==> src/rtl/snake_pkg.sv <==
// Shared definitions for the snake game-step scheduler: state encoding,
// level width and default period constants.
package snake_pkg;

    localparam int unsigned LEVEL_W = 4;

    localparam int unsigned DEF_PERIOD_BASE    = 10_000_000;
    localparam int unsigned DEF_PERIOD_DEC     = 500_000;
    localparam int unsigned DEF_PERIOD_MIN     = 2_000_000;
    localparam int unsigned DEF_MAX_LEVEL      = 15;
    localparam int unsigned DEF_FOOD_PER_LEVEL = 4;
    localparam int unsigned DEF_HARD_LEVEL     = 4;

    typedef enum logic [2:0] {
        S_IDLE     = 3'd0,
        S_RUN      = 3'd1,
        S_WAIT_ACK = 3'd2,
        S_PAUSED   = 3'd3,
        S_OVER     = 3'd4
    } sched_state_t;

endpackage

==> src/rtl/step_scheduler_if.sv <==
// Control/handshake bundle between the step scheduler and the snake datapath.
interface step_scheduler_if;
    import snake_pkg::*;

    logic               hard;
    logic               start;
    logic               pause;
    logic               food_eaten;
    logic               game_over;
    logic               step_ack;
    logic               step_req;
    logic [LEVEL_W-1:0] level;
    logic               running;
    logic               overrun;

    modport master (
        output hard, start, pause, food_eaten, game_over, step_ack,
        input  step_req, level, running, overrun
    );

    modport slave (
        input  hard, start, pause, food_eaten, game_over, step_ack,
        output step_req, level, running, overrun
    );

endinterface

==> src/rtl/period_calc.sv <==
// Step period for a given speed level, clamped below at PERIOD_MIN without
// wrapping when the level reduction exceeds the base period.
module period_calc
    import snake_pkg::*;
#(
    parameter int unsigned PERIOD_BASE = DEF_PERIOD_BASE,
    parameter int unsigned PERIOD_DEC  = DEF_PERIOD_DEC,
    parameter int unsigned PERIOD_MIN  = DEF_PERIOD_MIN
) (
    input  logic [LEVEL_W-1:0] i_level,
    output logic [31:0]        o_period
);

    logic [31:0] w_dec;
    logic [31:0] w_diff;

    always_comb begin
        w_dec  = 32'(i_level) * PERIOD_DEC;
        w_diff = PERIOD_BASE - w_dec;
        if (w_dec >= PERIOD_BASE) begin
            o_period = PERIOD_MIN;
        end else if (w_diff < PERIOD_MIN) begin
            o_period = PERIOD_MIN;
        end else begin
            o_period = w_diff;
        end
    end

endmodule

==> src/rtl/step_scheduler.sv <==
// Game-step tick source: one step request per programmable period, handshaked
// with the datapath, with level progression, pause and game-over handling.
//
//   state    | meaning
//   ---------+------------------------------------------------------
//   IDLE     | after reset, waiting for start
//   RUN      | counting towards the next step
//   WAIT_ACK | step requested, counting on, waiting for step_ack
//   PAUSED   | counter frozen until the next pause pulse
//   OVER     | collision seen, level/overrun held for display
module step_scheduler
    import snake_pkg::*;
#(
    parameter int unsigned PERIOD_BASE    = DEF_PERIOD_BASE,
    parameter int unsigned PERIOD_DEC     = DEF_PERIOD_DEC,
    parameter int unsigned PERIOD_MIN     = DEF_PERIOD_MIN,
    parameter int unsigned MAX_LEVEL      = DEF_MAX_LEVEL,
    parameter int unsigned FOOD_PER_LEVEL = DEF_FOOD_PER_LEVEL,
    parameter int unsigned HARD_LEVEL     = DEF_HARD_LEVEL
) (
    input  logic             clk,
    input  logic             rst_n,
    step_scheduler_if.slave  bus
);

    localparam int unsigned FOOD_W = (FOOD_PER_LEVEL > 1) ? $clog2(FOOD_PER_LEVEL) : 1;
    localparam logic [FOOD_W-1:0]  FOOD_LAST = FOOD_W'(FOOD_PER_LEVEL - 1);
    localparam logic [LEVEL_W-1:0] LVL_MAX   = LEVEL_W'(MAX_LEVEL);
    localparam logic [LEVEL_W-1:0] LVL_HARD  = LEVEL_W'(HARD_LEVEL);

    sched_state_t       r_state, w_state_nxt;
    logic [31:0]        r_cnt, r_period_q, w_period;
    logic [LEVEL_W-1:0] r_level, w_start_level, w_calc_level;
    logic [FOOD_W-1:0]  r_food_cnt;
    logic               r_step_req, r_running, r_overrun, r_pause_pend;
    logic               w_active, w_start_acc, w_over_acc, w_counting, w_term;
    logic               w_food_inc, w_level_up;

    assign w_active      = (r_state == S_RUN) || (r_state == S_WAIT_ACK) || (r_state == S_PAUSED);
    assign w_start_acc   = ((r_state == S_IDLE) || (r_state == S_OVER)) && bus.start;
    assign w_over_acc    = w_active && bus.game_over;
    assign w_counting    = !w_over_acc &&
                           (((r_state == S_RUN) && !bus.pause) || (r_state == S_WAIT_ACK));
    assign w_term        = (r_cnt == r_period_q - 32'd1);
    assign w_food_inc    = w_active && bus.food_eaten && !bus.game_over;
    assign w_level_up    = w_food_inc && (r_food_cnt == FOOD_LAST);
    assign w_start_level = bus.hard ? LVL_HARD : '0;
    // Non-start reloads use the current level, so a same-cycle level-up waits a period
    assign w_calc_level  = w_start_acc ? w_start_level : r_level;

    period_calc #(
        .PERIOD_BASE (PERIOD_BASE),
        .PERIOD_DEC  (PERIOD_DEC),
        .PERIOD_MIN  (PERIOD_MIN)
    ) u_period_calc (
        .i_level  (w_calc_level),
        .o_period (w_period)
    );

    always_comb begin
        w_state_nxt = r_state;
        case (r_state)
            S_IDLE, S_OVER: begin
                if (bus.start) w_state_nxt = S_RUN;
            end
            S_RUN: begin
                if (bus.game_over)  w_state_nxt = S_OVER;
                else if (bus.pause) w_state_nxt = S_PAUSED;
                else if (w_term)    w_state_nxt = S_WAIT_ACK;
            end
            S_WAIT_ACK: begin
                if (bus.game_over)     w_state_nxt = S_OVER;
                else if (bus.step_ack) w_state_nxt = r_pause_pend ? S_PAUSED : S_RUN;
            end
            S_PAUSED: begin
                if (bus.game_over)  w_state_nxt = S_OVER;
                else if (bus.pause) w_state_nxt = S_RUN;
            end
            default: w_state_nxt = S_IDLE;
        endcase
    end

    always_ff @(posedge clk or negedge rst_n) begin
        if (!rst_n) r_state <= S_IDLE;
        else        r_state <= w_state_nxt;
    end

    always_ff @(posedge clk or negedge rst_n) begin
        if (!rst_n) begin
            r_cnt        <= '0;
            r_period_q   <= '0;
            r_level      <= '0;
            r_food_cnt   <= '0;
            r_step_req   <= 1'b0;
            r_running    <= 1'b0;
            r_overrun    <= 1'b0;
            r_pause_pend <= 1'b0;
        end else begin
            // Request is the registered image of WAIT_ACK, dropped at once on game over
            r_step_req <= (r_state == S_WAIT_ACK) && !w_over_acc;
            r_running  <= (w_state_nxt == S_RUN) || (w_state_nxt == S_WAIT_ACK);
            if (w_start_acc) begin
                r_cnt        <= '0;
                r_food_cnt   <= '0;
                r_overrun    <= 1'b0;
                r_pause_pend <= 1'b0;
                r_level      <= w_start_level;
                r_period_q   <= w_period;
            end else begin
                if (w_counting) begin
                    if (w_term) begin
                        r_cnt      <= '0;
                        r_period_q <= w_period;
                        if ((r_state == S_WAIT_ACK) && !bus.step_ack) r_overrun <= 1'b1;
                    end else begin
                        r_cnt <= r_cnt + 32'd1;
                    end
                end
                if (w_food_inc) begin
                    if (w_level_up) begin
                        r_food_cnt <= '0;
                        if (r_level < LVL_MAX) r_level <= r_level + LEVEL_W'(1);
                    end else begin
                        r_food_cnt <= r_food_cnt + FOOD_W'(1);
                    end
                end
                if (w_over_acc) begin
                    r_pause_pend <= 1'b0;
                end else if (r_state == S_WAIT_ACK) begin
                    if (bus.step_ack)   r_pause_pend <= 1'b0;
                    else if (bus.pause) r_pause_pend <= 1'b1;
                end
            end
        end
    end

    assign bus.step_req = r_step_req;
    assign bus.level    = r_level;
    assign bus.running  = r_running;
    assign bus.overrun  = r_overrun;

endmodule

==> src/flat_wrapper.sv <==
// flat-port wrapper written by rule: the top's interface ports become plain ports
module step_scheduler_flat import snake_pkg::*;
#(
    parameter int unsigned PERIOD_BASE    = DEF_PERIOD_BASE,
    parameter int unsigned PERIOD_DEC     = DEF_PERIOD_DEC,
    parameter int unsigned PERIOD_MIN     = DEF_PERIOD_MIN,
    parameter int unsigned MAX_LEVEL      = DEF_MAX_LEVEL,
    parameter int unsigned FOOD_PER_LEVEL = DEF_FOOD_PER_LEVEL,
    parameter int unsigned HARD_LEVEL     = DEF_HARD_LEVEL
)
  (clk, rst_n, bus_hard, bus_start, bus_pause, bus_food_eaten, bus_game_over, bus_step_ack, bus_step_req, bus_level, bus_running, bus_overrun);
  step_scheduler_if bus_i ();
  input  logic clk;
  input  logic rst_n;
  input wire logic [$bits(bus_i.hard)-1:0] bus_hard;
  input wire logic [$bits(bus_i.start)-1:0] bus_start;
  input wire logic [$bits(bus_i.pause)-1:0] bus_pause;
  input wire logic [$bits(bus_i.food_eaten)-1:0] bus_food_eaten;
  input wire logic [$bits(bus_i.game_over)-1:0] bus_game_over;
  input wire logic [$bits(bus_i.step_ack)-1:0] bus_step_ack;
  output wire logic [$bits(bus_i.step_req)-1:0] bus_step_req;
  output wire logic [$bits(bus_i.level)-1:0] bus_level;
  output wire logic [$bits(bus_i.running)-1:0] bus_running;
  output wire logic [$bits(bus_i.overrun)-1:0] bus_overrun;
  assign bus_i.hard = bus_hard;
  assign bus_i.start = bus_start;
  assign bus_i.pause = bus_pause;
  assign bus_i.food_eaten = bus_food_eaten;
  assign bus_i.game_over = bus_game_over;
  assign bus_i.step_ack = bus_step_ack;
  assign bus_step_req = bus_i.step_req;
  assign bus_level = bus_i.level;
  assign bus_running = bus_i.running;
  assign bus_overrun = bus_i.overrun;
  step_scheduler #(.PERIOD_BASE(PERIOD_BASE), .PERIOD_DEC(PERIOD_DEC), .PERIOD_MIN(PERIOD_MIN), .MAX_LEVEL(MAX_LEVEL), .FOOD_PER_LEVEL(FOOD_PER_LEVEL), .HARD_LEVEL(HARD_LEVEL)) u_core (.clk(clk), .rst_n(rst_n), .bus(bus_i));
endmodule
==> config.mk <==
export PLATFORM = sky130hd
export DESIGN_NAME = step_scheduler_flat
export DESIGN_NICKNAME = d
export VERILOG_FILES = /design/src/rtl/snake_pkg.sv /design/src/rtl/step_scheduler_if.sv /design/src/rtl/period_calc.sv /design/src/rtl/step_scheduler.sv /design/src/flat_wrapper.sv
export SDC_FILE = /design/constraint.sdc
export NUM_CORES = 1
export LEC_CHECK = 0
export BUFFER_PORTS_ARGS = -buffer_cell sky130_fd_sc_hd__buf_2
export CAP_MARGIN = 10
export CORE_AREA = 2 2 89 99
export DETAILED_ROUTE_END_ITERATION = 16
export DIE_AREA = 0 0 91 101
export GPL_ROUTABILITY_DRIVEN = 0
export PLACE_DENSITY = 0.81
export SKIP_CTS_REPAIR_TIMING = 1
export SLEW_MARGIN = 20
export SYNTH_ARGS = -nofsm -noshare
export SYNTH_HDL_FRONTEND = slang
export SYNTH_SLANG_ARGS = --single-unit
export TNS_END_PERCENT = 50
==> constraint.sdc <==
create_clock -name clk -period 8.3 [get_ports clk]
set_input_delay 0.415 -clock clk [delete_from_list [all_inputs] [get_ports clk]]
set_output_delay 0.415 -clock clk [all_outputs]
set_load 0.01 [all_outputs]
==> results of run 1 <==
[kinds of logic after synthesis]
group           synth area share
compound gates           0.09042
xor+xnor                  0.1453
fa+ha+maj                0.08815
buf+inv                  0.03952
flops                     0.3583
mux                      0.05033
simple gates              0.2280
[power breakdown]
group	switching, mW	internal (mW)	total (mW)
logic	0.456	0.381	0.836
registers	0.106	0.372	0.478
clock network	0.130	0.210	0.340
total	0.691	0.962	1.65
[layout make-up]
cell class / count / share of cell area
multi-input combinational: 371 / 0.5545
sequential: 63 / 0.3277
tap: 111 / 0.02887
clock buffer: 10 / 0.02861
clock inverter: 6 / 0.02393
timing repair buffer: 17 / 0.01925
inverter: 22 / 0.01717
[Yosys cell counts (2+ instances only)]
cell type | instances | area share
sky130_fd_sc_hd__a21o_1 | 3 | 0.0051
sky130_fd_sc_hd__a21oi_1 | 15 | 0.017
sky130_fd_sc_hd__a22o_1 | 3 | 0.0060
sky130_fd_sc_hd__a31oi_1 | 3 | 0.0043
sky130_fd_sc_hd__and2_1 | 3 | 0.0043
sky130_fd_sc_hd__and3_1 | 8 | 0.011
sky130_fd_sc_hd__and4_1 | 2 | 0.0040
sky130_fd_sc_hd__and4b_1 | 2 | 0.0045
sky130_fd_sc_hd__buf_4 | 5 | 0.0085
sky130_fd_sc_hd__clkbuf_1 | 13 | 0.011
sky130_fd_sc_hd__dfrtp_1 | 63 | 0.36
sky130_fd_sc_hd__fa_1 | 5 | 0.023
sky130_fd_sc_hd__ha_1 | 23 | 0.065
sky130_fd_sc_hd__inv_1 | 22 | 0.019
sky130_fd_sc_hd__mux2_1 | 14 | 0.036
sky130_fd_sc_hd__mux2_2 | 3 | 0.0077
sky130_fd_sc_hd__mux2i_1 | 3 | 0.0068
sky130_fd_sc_hd__nand2_1 | 30 | 0.026
sky130_fd_sc_hd__nand2b_1 | 6 | 0.0085
sky130_fd_sc_hd__nand3_1 | 16 | 0.018
sky130_fd_sc_hd__nand3b_1 | 3 | 0.0051
sky130_fd_sc_hd__nand4_1 | 8 | 0.011
sky130_fd_sc_hd__nand4b_1 | 2 | 0.0040
sky130_fd_sc_hd__nor2_1 | 59 | 0.050
sky130_fd_sc_hd__nor2b_1 | 6 | 0.0085
sky130_fd_sc_hd__nor3_1 | 11 | 0.013
sky130_fd_sc_hd__nor3b_1 | 3 | 0.0051
sky130_fd_sc_hd__nor4_1 | 7 | 0.010
sky130_fd_sc_hd__nor4_2 | 2 | 0.0057
sky130_fd_sc_hd__nor4b_1 | 3 | 0.0060
sky130_fd_sc_hd__o2111ai_1 | 3 | 0.0060
sky130_fd_sc_hd__o211ai_1 | 3 | 0.0051
sky130_fd_sc_hd__o21ai_0 | 11 | 0.013
sky130_fd_sc_hd__o21ai_1 | 3 | 0.0034
sky130_fd_sc_hd__o21bai_1 | 2 | 0.0034
sky130_fd_sc_hd__o22ai_1 | 3 | 0.0043
sky130_fd_sc_hd__or2_2 | 2 | 0.0028
sky130_fd_sc_hd__or3_1 | 6 | 0.0085
sky130_fd_sc_hd__or3b_2 | 2 | 0.0040
sky130_fd_sc_hd__or4_1 | 3 | 0.0051
sky130_fd_sc_hd__or4_4 | 2 | 0.0051
sky130_fd_sc_hd__xnor2_1 | 44 | 0.088
sky130_fd_sc_hd__xor2_1 | 29 | 0.058
[state kept, by name, summed over array words and instances (netlist names)]
register,flops
u_core.r_state,3
u_core.bus.step_req,1
u_core.bus.running,1
u_core.r_food_cnt,2
u_core.r_period_q,18
u_core.bus.overrun,1
u_core.bus.level,4
u_core.r_pause_pend,1
u_core.r_cnt,32
[worst paths after layout]
path                                      start               endpoint
setup / recovery              u_core.r_state[1]  u_core.r_period_q[21]
hold / removal                            rst_n       u_core.r_cnt[16]
setup reg to reg              u_core.r_state[1]  u_core.r_period_q[21]
hold reg to reg            u_core.r_period_q[6]   u_core.r_period_q[6]
max in group asynchronous                 rst_n       u_core.r_cnt[17]
min in group clk                  bus_game_over    u_core.bus.step_req
[layer usage]
metal / global-route usage / part of all wire
met1: 0.2504 / 0.42
met2: 0.3994 / 0.52
met3: 0.05834 / 0.042
met4: 0.08974 / 0.020
met5: 0 / 0
[through the flow]
step | power, mW | area, um^2 | util | hold WS [ns] | setup slack [ns]
2_1_floorplan | 1.123 | 4400 | - | 0.1194 | 4.187
3_3_place_gp | 1.253 | 4552 | 0.5529 | 0.4951 | 3.770
3_5_place_dp | 1.304 | 4552 | 0.5529 | 0.5044 | 3.532
4_1_cts | 1.656 | 4805 | 0.5836 | 0.2483 | 3.475
5_1_grt | 1.778 | 4811 | 0.5843 | 0.3072 | 3.252
6_report | 1.654 | 4811 | 0.5843 | 0.2127 | 3.488
[worst reg2reg max path, stage by stage (launching register included)]
cell and delay, ns:
sky130_fd_sc_hd__dfrtp_1 0.50, sky130_fd_sc_hd__or3b_2 0.66, sky130_fd_sc_hd__mux2i_1 0.65, sky130_fd_sc_hd__inv_1 0.29, sky130_fd_sc_hd__ha_1 0.38, sky130_fd_sc_hd__inv_1 0.05
sky130_fd_sc_hd__fa_1 0.51, sky130_fd_sc_hd__fa_1 0.49, sky130_fd_sc_hd__a21o_1 0.19, sky130_fd_sc_hd__a21oi_1 0.19, sky130_fd_sc_hd__xor2_1 0.22, sky130_fd_sc_hd__o211ai_1 0.13
sky130_fd_sc_hd__xnor2_1 0.14, sky130_fd_sc_hd__mux2_1 0.28
==> run_summary.xml, run 1 <==
<?xml version="1.0" encoding="UTF-8"?>
<metrics>
  <group name="sta">
    <metric name="totalNegativeSetupSlack" unit="ns">0</metric>
    <metric name="worst_slew_pin_slew" unit="ns">0.8021</metric>
    <metric name="max_freq" unit="MHz">207.8</metric>
    <metric name="final-hold-violation-count" unit="">0</metric>
    <metric name="grt_setup_unrepaired" unit="">no</metric>
    <metric name="finalSetupViolCount" unit="">0</metric>
    <metric name="layout_min_cycle_time" unit="ns">4.812</metric>
    <metric name="slew_limit_headroom" unit="">0.4653</metric>
    <metric name="min_period_over_period" unit="">0.5798</metric>
    <metric name="clock-skew-final" unit="ns">0.01298</metric>
    <metric name="timing_max_transition_violations_final" unit="">0</metric>
  </group>
  <group name="final_layout">
    <metric name="post_route_cells_drive_above_1_share" unit="">0.09816</metric>
    <metric name="finalNetCount" unit="">520</metric>
    <metric name="multi_input_comb_area" unit="um^2">2668</metric>
    <metric name="commonest_non_fill_non_tap_cell_in_the_layout" unit="">sky130_fd_sc_hd__dfrtp_1</metric>
    <metric name="syn2layout_area_growth" unit="%">9.326</metric>
    <metric name="layout.cells.non_filler" unit="">600</metric>
    <metric name="insertedDiodeCount" unit="">0</metric>
    <metric name="flip_flop_and_latch_area" unit="um^2">1577</metric>
    <metric name="final_cell_mix" unit="">sky130_fd_sc_hd__dfrtp_1 (63), sky130_fd_sc_hd__nor2_1 (59), sky130_fd_sc_hd__xnor2_1 (44), sky130_fd_sc_hd__nand2_1 (30), sky130_fd_sc_hd__xor2_1 (29)</metric>
    <metric name="fillerInstances" unit="">743</metric>
  </group>
  <group name="synth">
    <metric name="synth_enable_flop_cells" unit="">0</metric>
    <metric name="yosysWarnings" unit="">0</metric>
    <metric name="mappedNetlistNets" unit="">511</metric>
    <metric name="mappedNetlistArea" unit="um^2">4400</metric>
    <metric name="synth-async-reset-ratio" unit="">1.000</metric>
    <metric name="syn_avg_cell_area" unit="um^2">9.264</metric>
    <metric name="netlist_instances" unit="">475</metric>
    <metric name="synth_ff_type" unit="">sky130_fd_sc_hd__dfrtp_1</metric>
    <metric name="distinct_cell_type_count_after_synthesis" unit="">59</metric>
    <metric name="synth_seq_cells" unit="">63</metric>
    <metric name="seq_area_frac_synth" unit="">0.3583</metric>
  </group>
  <group name="global_route">
    <metric name="first_global_vias" unit="">3646</metric>
    <metric name="antenna_found_initial" unit="">0</metric>
    <metric name="grt_pass1_wl" unit="um">16330</metric>
    <metric name="grt_overflow_total" unit="">0</metric>
    <metric name="grt_use_total" unit="">0.2217</metric>
    <metric name="pin_count_of_the_biggest_net_entering_global_routing" unit="">64</metric>
  </group>
  <group name="route">
    <metric name="via_per_inst" unit="">5.843</metric>
    <metric name="detailed_routing_iteration_count_for_the_pre_antenna_repair_pass" unit="">4</metric>
    <metric name="vias" unit="">3506</metric>
    <metric name="final_antenna_net_count" unit="">0</metric>
    <metric name="drtIter0Drc" unit="">179</metric>
    <metric name="avgRoutedWirePerCell" unit="um">15.35</metric>
    <metric name="drc" unit="">0</metric>
    <metric name="total_wirelength" unit="um">9209</metric>
  </group>
  <group name="job">
    <metric name="maxCapViolations" unit="">0</metric>
  </group>
  <group name="cts">
    <metric name="worst_skew_pair.late_latency" unit="ns">0.36</metric>
    <metric name="tritoncts.num_buffers" unit="">9</metric>
    <metric name="cts-root-buf" unit="">sky130_fd_sc_hd__clkbuf_8</metric>
    <metric name="clock_tree_from_tritoncts" unit="">built</metric>
    <metric name="clock_sinks" unit="">63</metric>
    <metric name="h-tree-depth" unit="">3</metric>
    <metric name="max-clock-path-buffers" unit="">2</metric>
    <metric name="cts.clk_slew.worst_paths" unit="ns">0.08</metric>
  </group>
  <group name="status">
    <metric name="run_status" unit="">completed</metric>
  </group>
  <group name="die">
    <metric name="top_level_ports" unit="">15</metric>
    <metric name="floorplan.initialDensity" unit="">0.5345</metric>
    <metric name="placeableCoreArea" unit="um^2">8233</metric>
    <metric name="design.die.area" unit="um^2">9191</metric>
    <metric name="die_height" unit="um">101</metric>
    <metric name="core.rowCount" unit="">35</metric>
    <metric name="dieWidth" unit="um">91</metric>
  </group>
  <group name="critical_path">
    <metric name="r2r_setup_slack" unit="ns">3.49</metric>
    <metric name="timing.critical_path.slowest_cell_delay" unit="ns">0.66</metric>
    <metric name="timing.reg2reg.worst_path_depth" unit="">13</metric>
    <metric name="required" unit="ns">8.54</metric>
    <metric name="critical_path_depth" unit="">13</metric>
    <metric name="timing.critical_path.to_type" unit="">flop</metric>
    <metric name="cp_top_family" unit="">adder cells</metric>
    <metric name="crit_path_top_delay_cell" unit="">sky130_fd_sc_hd__or3b_2</metric>
    <metric name="critical_path_arrival" unit="ns">5.05</metric>
    <metric name="criticalPathCategory" unit="">reg -&gt; reg</metric>
    <metric name="path_cells" unit="">or3b_2 -&gt; mux2i_1 -&gt; inv_1 -&gt; ha_1 -&gt; inv_1 -&gt; fa_1 -&gt; fa_1 -&gt; a21o_1 -&gt; a21oi_1 -&gt; xor2_1 -&gt; o211ai_1 -&gt; xnor2_1 -&gt; mux2_1</metric>
    <metric name="startpoint_type" unit="">flop</metric>
    <metric name="critPathBufInv" unit="">2</metric>
    <metric name="worstPathMaxFanout" unit="">12</metric>
  </group>
  <group name="placed_design">
    <metric name="place.port_buffers" unit="">14</metric>
    <metric name="dpl.hpwl" unit="um">6591</metric>
    <metric name="dp.cells" unit="">584</metric>
  </group>
  <group name="pwr">
    <metric name="ir_drop" unit="mV">0.2041</metric>
    <metric name="power_per_cell_area" unit="nW/um^2">343.7</metric>
    <metric name="p_leak" unit="nW">2.122</metric>
  </group>
  <group name="min_path">
    <metric name="hold_class" unit="">in -&gt; async</metric>
  </group>
</metrics>
Note: power is estimated with default switching activity, not from simulation.
==> inputs of run 2 (changes only) <==
--- a/config.mk
+++ b/config.mk
@@ -5,11 +5,12 @@
 export SDC_FILE = /design/constraint.sdc
 export NUM_CORES = 1
 export LEC_CHECK = 0
+export ABC_AREA = 1
 export BUFFER_PORTS_ARGS = -buffer_cell sky130_fd_sc_hd__buf_2
 export CAP_MARGIN = 10
-export CORE_AREA = 2 2 89 99
+export CORE_AREA = 2 2 97 109
 export DETAILED_ROUTE_END_ITERATION = 16
-export DIE_AREA = 0 0 91 101
+export DIE_AREA = 0 0 99 111
 export GPL_ROUTABILITY_DRIVEN = 0
 export PLACE_DENSITY = 0.81
 export SKIP_CTS_REPAIR_TIMING = 1
==> constraint.sdc (replaced) <==
create_clock -name clk -period 4.85 [get_ports clk]
set_input_delay 0.2425 -clock clk [delete_from_list [all_inputs] [get_ports clk]]
set_output_delay 0.2425 -clock clk [all_outputs]
set_load 0.01 [all_outputs]
==> run 2 against run 1 <==
  * Combinational power up 130%
  * Core utilization down 0.72 points
  * Hold slack worse by 0.15 ns
  * Sequential power up 70%
  * Via count up 44%
  * Synthesized cell count up 67%
  * Largest cell class unchanged
==> run_summary.xml, run 2 <==
<?xml version="1.0" encoding="UTF-8"?>
<metrics>
  <group name="status">
    <metric name="run_status" unit="">completed</metric>
  </group>
  <group name="final_layout">
    <metric name="layout.cells.non_filler" unit="">935</metric>
    <metric name="largest_register_ff_count" unit="">32</metric>
    <metric name="insertedDiodeCount" unit="">0</metric>
    <metric name="commonest_non_fill_non_tap_cell_in_the_layout" unit="">sky130_fd_sc_hd__nand2_1</metric>
    <metric name="flip_flop_and_latch_area" unit="um^2">1577</metric>
    <metric name="reg_with_most_ffs" unit="">u_core.r_cnt</metric>
    <metric name="post_route_cells_drive_above_1_share" unit="">0.09606</metric>
    <metric name="fillerInstances" unit="">951</metric>
    <metric name="finalNetCount" unit="">844</metric>
    <metric name="final_util" unit="">0.5771</metric>
    <metric name="final_cell_mix" unit="">sky130_fd_sc_hd__nand2_1 (227), sky130_fd_sc_hd__inv_1 (120), sky130_fd_sc_hd__nor2_1 (89), sky130_fd_sc_hd__dfrtp_1 (63), sky130_fd_sc_hd__nand3_1 (60)</metric>
    <metric name="multi_input_comb_area" unit="um^2">3209</metric>
    <metric name="syn2layout_area_growth" unit="%">8.132</metric>
  </group>
  <group name="route">
    <metric name="detailed_routing_iteration_count_for_the_pre_antenna_repair_pass" unit="">6</metric>
    <metric name="drtIter0Drc" unit="">364</metric>
    <metric name="drc" unit="">0</metric>
    <metric name="total_wirelength" unit="um">13070</metric>
    <metric name="via_per_inst" unit="">5.402</metric>
    <metric name="final_antenna_net_count" unit="">0</metric>
    <metric name="avgRoutedWirePerCell" unit="um">13.98</metric>
    <metric name="vias" unit="">5051</metric>
  </group>
  <group name="cts">
    <metric name="tritoncts.num_buffers" unit="">9</metric>
    <metric name="max-clock-path-buffers" unit="">2</metric>
    <metric name="h-tree-depth" unit="">3</metric>
    <metric name="cts.clk_slew.worst_paths" unit="ns">0.05</metric>
    <metric name="worst_skew_pair.late_latency" unit="ns">0.34</metric>
    <metric name="clock_tree_from_tritoncts" unit="">built</metric>
    <metric name="clock_sinks" unit="">63</metric>
    <metric name="cts-root-buf" unit="">sky130_fd_sc_hd__clkbuf_16</metric>
  </group>
  <group name="critical_path">
    <metric name="required" unit="ns">5.08</metric>
    <metric name="worstPathMaxFanout" unit="">10</metric>
    <metric name="criticalPathCategory" unit="">reg -&gt; reg</metric>
    <metric name="critical_path_arrival" unit="ns">4.11</metric>
    <metric name="startpoint_type" unit="">flop</metric>
    <metric name="timing.critical_path.to_type" unit="">flop</metric>
  </group>
  <group name="placed_design">
    <metric name="dpl.hpwl" unit="um">9978</metric>
    <metric name="place.port_buffers" unit="">14</metric>
    <metric name="dp.cells" unit="">920</metric>
  </group>
  <group name="sta">
    <metric name="grt_setup_unrepaired" unit="">no</metric>
    <metric name="min_period_over_period" unit="">0.7993</metric>
    <metric name="totalNegativeSetupSlack" unit="ns">0</metric>
    <metric name="finalSetupViolCount" unit="">0</metric>
    <metric name="timing_max_transition_violations_final" unit="">0</metric>
    <metric name="worst_slew_pin_slew" unit="ns">0.8221</metric>
    <metric name="final-hold-violation-count" unit="">0</metric>
    <metric name="max_freq" unit="MHz">258.0</metric>
    <metric name="slew_limit_headroom" unit="">0.4520</metric>
    <metric name="clock-skew-final" unit="ns">0.003717</metric>
    <metric name="layout_min_cycle_time" unit="ns">3.876</metric>
  </group>
  <group name="synth">
    <metric name="distinct_cell_type_count_after_synthesis" unit="">46</metric>
    <metric name="seq_area_frac_synth" unit="">0.2953</metric>
    <metric name="yosysWarnings" unit="">0</metric>
    <metric name="synth_largest_area_cell" unit="">sky130_fd_sc_hd__dfrtp_1</metric>
    <metric name="netlist.area_leader.share" unit="">0.2953</metric>
    <metric name="synth-async-reset-ratio" unit="">1.000</metric>
    <metric name="synth_seq_cells" unit="">63</metric>
    <metric name="synth_most_common_cell" unit="">sky130_fd_sc_hd__nand2_1</metric>
    <metric name="synth_ff_type" unit="">sky130_fd_sc_hd__dfrtp_1</metric>
    <metric name="mappedNetlistNets" unit="">827</metric>
    <metric name="synth_enable_flop_cells" unit="">0</metric>
    <metric name="ranking_of_synthesized_cells_by_instance_count" unit="">sky130_fd_sc_hd__nand2_1 (227), sky130_fd_sc_hd__inv_1 (120), sky130_fd_sc_hd__nor2_1 (89)</metric>
    <metric name="cell_types_occupying_the_most_area_after_synthesis" unit="">sky130_fd_sc_hd__dfrtp_1 (30%), sky130_fd_sc_hd__nand2_1 (16%), sky130_fd_sc_hd__inv_1 (8.4%)</metric>
    <metric name="netlist_instances" unit="">791</metric>
    <metric name="mappedNetlistArea" unit="um^2">5339</metric>
    <metric name="syn_avg_cell_area" unit="um^2">6.750</metric>
  </group>
  <group name="global_route">
    <metric name="grt_pass1_wl" unit="um">22110</metric>
    <metric name="grt_overflow_total" unit="">0</metric>
    <metric name="grtUsageMet2" unit="">0.4072</metric>
    <metric name="pin_count_of_the_biggest_net_entering_global_routing" unit="">64</metric>
    <metric name="busiest_layer" unit="">met2</metric>
    <metric name="grtUsageMet3" unit="">0.04540</metric>
    <metric name="antenna_found_initial" unit="">0</metric>
    <metric name="grt_use_total" unit="">0.2492</metric>
    <metric name="first_global_vias" unit="">4840</metric>
    <metric name="gr-usage-met1" unit="">0.3161</metric>
  </group>
  <group name="die">
    <metric name="die_height" unit="um">111</metric>
    <metric name="top_level_ports" unit="">15</metric>
    <metric name="design.die.area" unit="um^2">10990</metric>
    <metric name="dieWidth" unit="um">99</metric>
    <metric name="floorplan.initialDensity" unit="">0.5337</metric>
    <metric name="core.rowCount" unit="">39</metric>
    <metric name="placeableCoreArea" unit="um^2">10000</metric>
  </group>
  <group name="pwr">
    <metric name="ir_drop" unit="mV">0.4579</metric>
    <metric name="p_leak" unit="nW">2.982</metric>
    <metric name="power_per_cell_area" unit="nW/um^2">588.3</metric>
    <metric name="report.power.total" unit="mW">3.396</metric>
  </group>
  <group name="min_path">
    <metric name="hold_class" unit="">in -&gt; async</metric>
  </group>
  <group name="job">
    <metric name="maxCapViolations" unit="">0</metric>
  </group>
</metrics>
## run 2: changes by cell type after synthesis, sizes merged, moves of 7 or more
cell,change
nand2,+204
inv,+100
nand3,+46
nor2,+45
xnor2,-37
o21ai,+24
mux2,-17
a21oi,+15
clkbuf,-12
nand4,+9
xor2,-7
## run 2: cells by family (layout without fill, tap and decap cells)
| logic type | count (synthesis) | after routing | share of synthesized area |
|---|---|---|---|
| AND/OR/NAND/NOR | 450 | 450 | 0.3747 |
| buffers and inverters | 134 | 155 | 0.1045 |
| AO/OA/AOI/OAI | 85 | 85 | 0.09890 |
| flip-flops | 63 | 63 | 0.2953 |
| XOR/XNOR | 30 | 30 | 0.05203 |
| adder cells (fa/ha/maj) | 28 | 28 | 0.07265 |
| multiplexers | 1 | 1 | 0.001875 |
## run 2: per-stage QoR
step | hold WS (ns) | setup WS [ns] | instance area [um^2]
floorplan | -0.05309 | 0.9838 | 5339
global placement | 0.4800 | 1.059 | 5489
detailed placement | 0.4767 | 0.9720 | 5489
CTS | 0.1235 | 0.9621 | 5768
global route | 0.1583 | 0.5786 | 5773
finish | 0.05820 | 0.9736 | 5773
## run 2: power by group
part           switching, mW  leakage (nW)  internal [mW]
Sequential             0.165         0.834          0.646
Clock                  0.234         0.142          0.391
Combinational           1.25          2.01          0.705
Total                   1.65          2.98           1.74
## run 2: area by class of cell
| class | instances | area share |
|---|---|---|
| sequential | 63 | 0.2731 |
| timing repair buffer | 17 | 0.01604 |
| tap | 123 | 0.02666 |
| multi-input combinational | 594 | 0.5559 |
| clock inverter | 5 | 0.008669 |
| inverter | 123 | 0.07997 |
| clock buffer | 10 | 0.03966 |
## run 2: worst paths after layout
kind	start	to	slack (ns)	depth (start not counted)
setup / recovery	u_core.r_state[1]	u_core.r_period_q[21]	0.97	20
hold / removal	rst_n	u_core.r_period_q[22]	0.06	2
setup reg to reg	u_core.r_state[1]	u_core.r_period_q[21]	0.97	20
hold reg to reg	u_core.r_cnt[0]	u_core.r_cnt[0]	0.51	1
max in group asynchronous	rst_n	u_core.r_cnt[27]	4.23	2
min in group clk	bus_game_over	u_core.bus.step_req	0.14	2
## run 2: per-layer routing
| metal | up-vias | wire [um] | part of all wire |
|---|---|---|---|
| met1 | 2295 | 5656 | 0.43 |
| li1 | 2557 | - | - |
| met2 | 148 | 6200 | 0.47 |
| met3 | 51 | 584 | 0.045 |
| met5 | - | 0 | 0 |
| met4 | 0 | 627 | 0.048 |
## run 2: worst max-delay path: stages (launching register included)
cell and delay, ns:
sky130_fd_sc_hd__dfrtp_1 0.35, sky130_fd_sc_hd__inv_1 0.13, sky130_fd_sc_hd__nand2_1 0.11, sky130_fd_sc_hd__nor2_4 0.19, sky130_fd_sc_hd__nand2_1 0.13, sky130_fd_sc_hd__o21ai_1 0.09, sky130_fd_sc_hd__buf_4 0.19, sky130_fd_sc_hd__inv_1 0.13
sky130_fd_sc_hd__fa_1 0.51, sky130_fd_sc_hd__fa_1 0.52, sky130_fd_sc_hd__inv_1 0.04, sky130_fd_sc_hd__ha_1 0.34, sky130_fd_sc_hd__nand3_1 0.12, sky130_fd_sc_hd__nand3_1 0.08, sky130_fd_sc_hd__xor2_1 0.14, sky130_fd_sc_hd__nand3b_1 0.16
sky130_fd_sc_hd__nor3_1 0.13, sky130_fd_sc_hd__nand3_1 0.11, sky130_fd_sc_hd__nand3_1 0.08, sky130_fd_sc_hd__nand2_1 0.05, sky130_fd_sc_hd__o21a_1 0.15
==> inputs of run 3 (changes only) <==
==> constraint.sdc (replaced) <==
create_clock -name clk -period 3.9 [get_ports clk]
set_input_delay 0.195 -clock clk [delete_from_list [all_inputs] [get_ports clk]]
set_output_delay 0.195 -clock clk [all_outputs]
set_load 0.01 [all_outputs]
==> run 3 against run 2 <==
  * Sequential power rose by 23%
  * Via count up 2.0%
  * Non-clock buffer count up 9
  * Core utilization up 0.94 points
  * Maximum frequency is 8.1% higher
  * Flip-flop and latch count is the same
  * Die area stayed put
  * Total power up 27%
  * Cell count grew 1.1%
  * Setup slack got worse by 0.66 ns
  * Largest power group unchanged
  * Highest routed layer unchanged
==> run_summary.xml, run 3 (synthesized netlist as in run 2, its figures left out) <==
<?xml version="1.0" encoding="UTF-8"?>
<metrics>
  <group name="placed_design">
    <metric name="place.port_buffers" unit="">14</metric>
    <metric name="dp.cells" unit="">925</metric>
    <metric name="dpl-instance-area" unit="um^2">5527</metric>
    <metric name="dpl.hpwl" unit="um">10130</metric>
  </group>
  <group name="die">
    <metric name="design.die.area" unit="um^2">10990</metric>
    <metric name="core.rowCount" unit="">39</metric>
    <metric name="dieWidth" unit="um">99</metric>
    <metric name="placeableCoreArea" unit="um^2">10000</metric>
    <metric name="floorplan.initialDensity" unit="">0.5337</metric>
    <metric name="die_height" unit="um">111</metric>
    <metric name="top_level_ports" unit="">15</metric>
  </group>
  <group name="critical_path">
    <metric name="worstPathMaxFanout" unit="">9</metric>
    <metric name="startpoint_type" unit="">flop</metric>
    <metric name="criticalPathCategory" unit="">reg -&gt; reg</metric>
    <metric name="timing.critical_path.to_type" unit="">flop</metric>
    <metric name="critical_path_arrival" unit="ns">3.81</metric>
    <metric name="path_cells" unit="">inv_2 -&gt; nand2_1 -&gt; nor2_4 -&gt; buf_4 -&gt; o21ai_2 -&gt; buf_4 -&gt; ha_1 -&gt; inv_1 -&gt; fa_1 -&gt; fa_1 -&gt; a31oi_1 -&gt; inv_1 -&gt; nand2_1 -&gt; nand3b_1 -&gt; nor3_2 -&gt; nand3_1 -&gt; nand3_1 -&gt; nand2_1 -&gt; o21a_1</metric>
    <metric name="required" unit="ns">4.12</metric>
    <metric name="crit_path_top_delay_cell" unit="">sky130_fd_sc_hd__fa_1</metric>
    <metric name="crit_top_cell" unit="">sky130_fd_sc_hd__nand2_1</metric>
    <metric name="timing.critical_path.slowest_cell_delay" unit="ns">0.48</metric>
    <metric name="critPathBufInv" unit="">5</metric>
    <metric name="cp_top_family" unit="">adder cells</metric>
  </group>
  <group name="global_route">
    <metric name="first_global_vias" unit="">4900</metric>
    <metric name="pin_count_of_the_biggest_net_entering_global_routing" unit="">45</metric>
    <metric name="grt_use_total" unit="">0.2523</metric>
    <metric name="grt_overflow_total" unit="">0</metric>
    <metric name="antenna_found_initial" unit="">0</metric>
    <metric name="grt_pass1_wl" unit="um">22640</metric>
  </group>
  <group name="final_layout">
    <metric name="insertedDiodeCount" unit="">0</metric>
    <metric name="fillerInstances" unit="">909</metric>
    <metric name="layout.cell_area.non_filler" unit="um^2">5867</metric>
    <metric name="largest_register_ff_count" unit="">32</metric>
    <metric name="finalNetCount" unit="">853</metric>
    <metric name="layout.cells.non_filler" unit="">945</metric>
    <metric name="syn2layout_area_growth" unit="%">9.890</metric>
    <metric name="final_cell_mix" unit="">sky130_fd_sc_hd__nand2_1 (226), sky130_fd_sc_hd__inv_1 (117), sky130_fd_sc_hd__nor2_1 (89), sky130_fd_sc_hd__dfrtp_1 (63), sky130_fd_sc_hd__nand3_1 (60)</metric>
    <metric name="reg_with_most_ffs" unit="">u_core.r_cnt</metric>
    <metric name="post_route_cells_drive_above_1_share" unit="">0.1144</metric>
    <metric name="commonest_non_fill_non_tap_cell_in_the_layout" unit="">sky130_fd_sc_hd__nand2_1</metric>
  </group>
  <group name="pwr">
    <metric name="cellInternalPower" unit="mW">2.222</metric>
    <metric name="p_sw" unit="mW">2.083</metric>
    <metric name="p_leak" unit="nW">3.015</metric>
    <metric name="power_frac_seq" unit="">0.231</metric>
    <metric name="power.combinational.fraction" unit="">0.595</metric>
    <metric name="share_of_power_burned_in_the_clock_network" unit="">0.174</metric>
    <metric name="report.power.total" unit="mW">4.305</metric>
    <metric name="ir_drop" unit="mV">0.6710</metric>
    <metric name="netSwitchingFraction" unit="">0.4839</metric>
    <metric name="power_per_cell_area" unit="nW/um^2">733.8</metric>
  </group>
  <group name="sta">
    <metric name="finalSetupViolCount" unit="">0</metric>
    <metric name="worst_slew_pin_slew" unit="ns">0.6601</metric>
    <metric name="layout_min_cycle_time" unit="ns">3.586</metric>
    <metric name="final-hold-violation-count" unit="">0</metric>
    <metric name="totalNegativeSetupSlack" unit="ns">0</metric>
    <metric name="timing_max_transition_violations_final" unit="">0</metric>
    <metric name="max_freq" unit="MHz">278.8</metric>
    <metric name="min_period_over_period" unit="">0.9196</metric>
    <metric name="slew_limit_headroom" unit="">0.5599</metric>
    <metric name="clock-skew-final" unit="ns">0.007104</metric>
    <metric name="fin_hold_ws" unit="ns">0.1187</metric>
  </group>
  <group name="route">
    <metric name="total_wirelength" unit="um">13270</metric>
    <metric name="vias" unit="">5151</metric>
    <metric name="drtIter0Drc" unit="">328</metric>
    <metric name="drc" unit="">0</metric>
    <metric name="avgRoutedWirePerCell" unit="um">14.04</metric>
    <metric name="detailed_routing_iteration_count_for_the_pre_antenna_repair_pass" unit="">5</metric>
    <metric name="via_per_inst" unit="">5.451</metric>
    <metric name="final_antenna_net_count" unit="">0</metric>
  </group>
  <group name="cts">
    <metric name="cts.clk_slew.worst_paths" unit="ns">0.05</metric>
    <metric name="tritoncts.num_buffers" unit="">9</metric>
    <metric name="clock_tree_from_tritoncts" unit="">built</metric>
    <metric name="clock_sinks" unit="">63</metric>
    <metric name="max-clock-path-buffers" unit="">2</metric>
    <metric name="worst_skew_pair.late_latency" unit="ns">0.34</metric>
    <metric name="cts-root-buf" unit="">sky130_fd_sc_hd__clkbuf_16</metric>
    <metric name="h-tree-depth" unit="">3</metric>
  </group>
  <group name="status">
    <metric name="run_status" unit="">completed</metric>
  </group>
  <group name="job">
    <metric name="maxCapViolations" unit="">0</metric>
  </group>
  <group name="min_path">
    <metric name="hold_class" unit="">in -&gt; reg</metric>
  </group>
</metrics>
## run 3: cell types whose count changed in the layout (fill, tap and decap cells not counted), sizes merged
cell,change
bufinv,-1
clkinv,-2
clkbuf,+3
clkinvlp,+1
dlygate4sd3,+1
buf,+8
## run 3: final cells by class
type                    instances  area (um^2)  area share
inverters                     123        461.7     0.07869
well taps                     123        153.9     0.02623
flip-flops and latches         63         1577      0.2687
clock buffers                  13        260.3     0.04436
multi-input cells             594         3234      0.5513
clock inverters                 3        17.52    0.002986
repair buffers                 26        162.7     0.02772
## run 3: power by group through the flow
stage | Clock (mW) | Combinational, mW | Sequential [mW]
final | 0.751 | 2.56 | 0.995
after global routing | 0.797 | 2.92 | 1.02
after CTS | 0.759 | 2.45 | 0.988
after detailed placement | 0 | 2.42 | 0.998
after global placement | 0 | 2.37 | 0.996
after floorplan | 0 | 1.97 | 0.959
## run 3: path summary, 6_finish.rpt
| check | from | to | slack [ns] | depth (start not counted) |
|---|---|---|---|---|
| worst min register to register | u_core.r_cnt[0] | u_core.r_cnt[0] | 0.50 | 1 |
| worst min-delay path | bus_game_over | u_core.bus.step_req | 0.12 | 2 |
| worst max-delay path | u_core.r_state[0] | u_core.r_period_q[21] | 0.31 | 19 |
| min in group asynchronous | rst_n | u_core.r_cnt[27] | 0.43 | 2 |
| max in group asynchronous | rst_n | u_core.r_cnt[4] | 2.57 | 3 |
| worst max register to register | u_core.r_state[0] | u_core.r_period_q[21] | 0.31 | 19 |
## run 3: worst reg2reg max path: stages (launching register included)
cell	delay, ns
sky130_fd_sc_hd__dfrtp_1	0.40
sky130_fd_sc_hd__inv_2	0.10
sky130_fd_sc_hd__nand2_1	0.09
sky130_fd_sc_hd__nor2_4	0.19
sky130_fd_sc_hd__buf_4	0.15
sky130_fd_sc_hd__o21ai_2	0.06
sky130_fd_sc_hd__buf_4	0.17
sky130_fd_sc_hd__ha_1	0.30
sky130_fd_sc_hd__inv_1	0.08
sky130_fd_sc_hd__fa_1	0.47
sky130_fd_sc_hd__fa_1	0.48
sky130_fd_sc_hd__a31oi_1	0.22
sky130_fd_sc_hd__inv_1	0.06
sky130_fd_sc_hd__nand2_1	0.06
sky130_fd_sc_hd__nand3b_1	0.12
sky130_fd_sc_hd__nor3_2	0.13
sky130_fd_sc_hd__nand3_1	0.12
sky130_fd_sc_hd__nand3_1	0.08
sky130_fd_sc_hd__nand2_1	0.05
sky130_fd_sc_hd__o21a_1	0.15
## run 3: layer usage
layer | GRT usage | up-vias | part of all wire | routed length (um)
met4 | 0.09498 | 0 | 0.039 | 514
met3 | 0.04729 | 37 | 0.044 | 579
li1 | - | 2578 | - | -
met2 | 0.4279 | 161 | 0.49 | 6534
met1 | 0.3171 | 2375 | 0.43 | 5642
met5 | 0 | - | 0 | 0
## run 3: metrics by stage
stage	worst slack [ns]	util
after CTS	0.1916	0.5802
after detailed placement	0.2151	0.5525
final	0.3135	0.5865
after floorplan	0.03378	-
after global routing	-0.01415	0.5865
after global placement	0.3048	0.5525
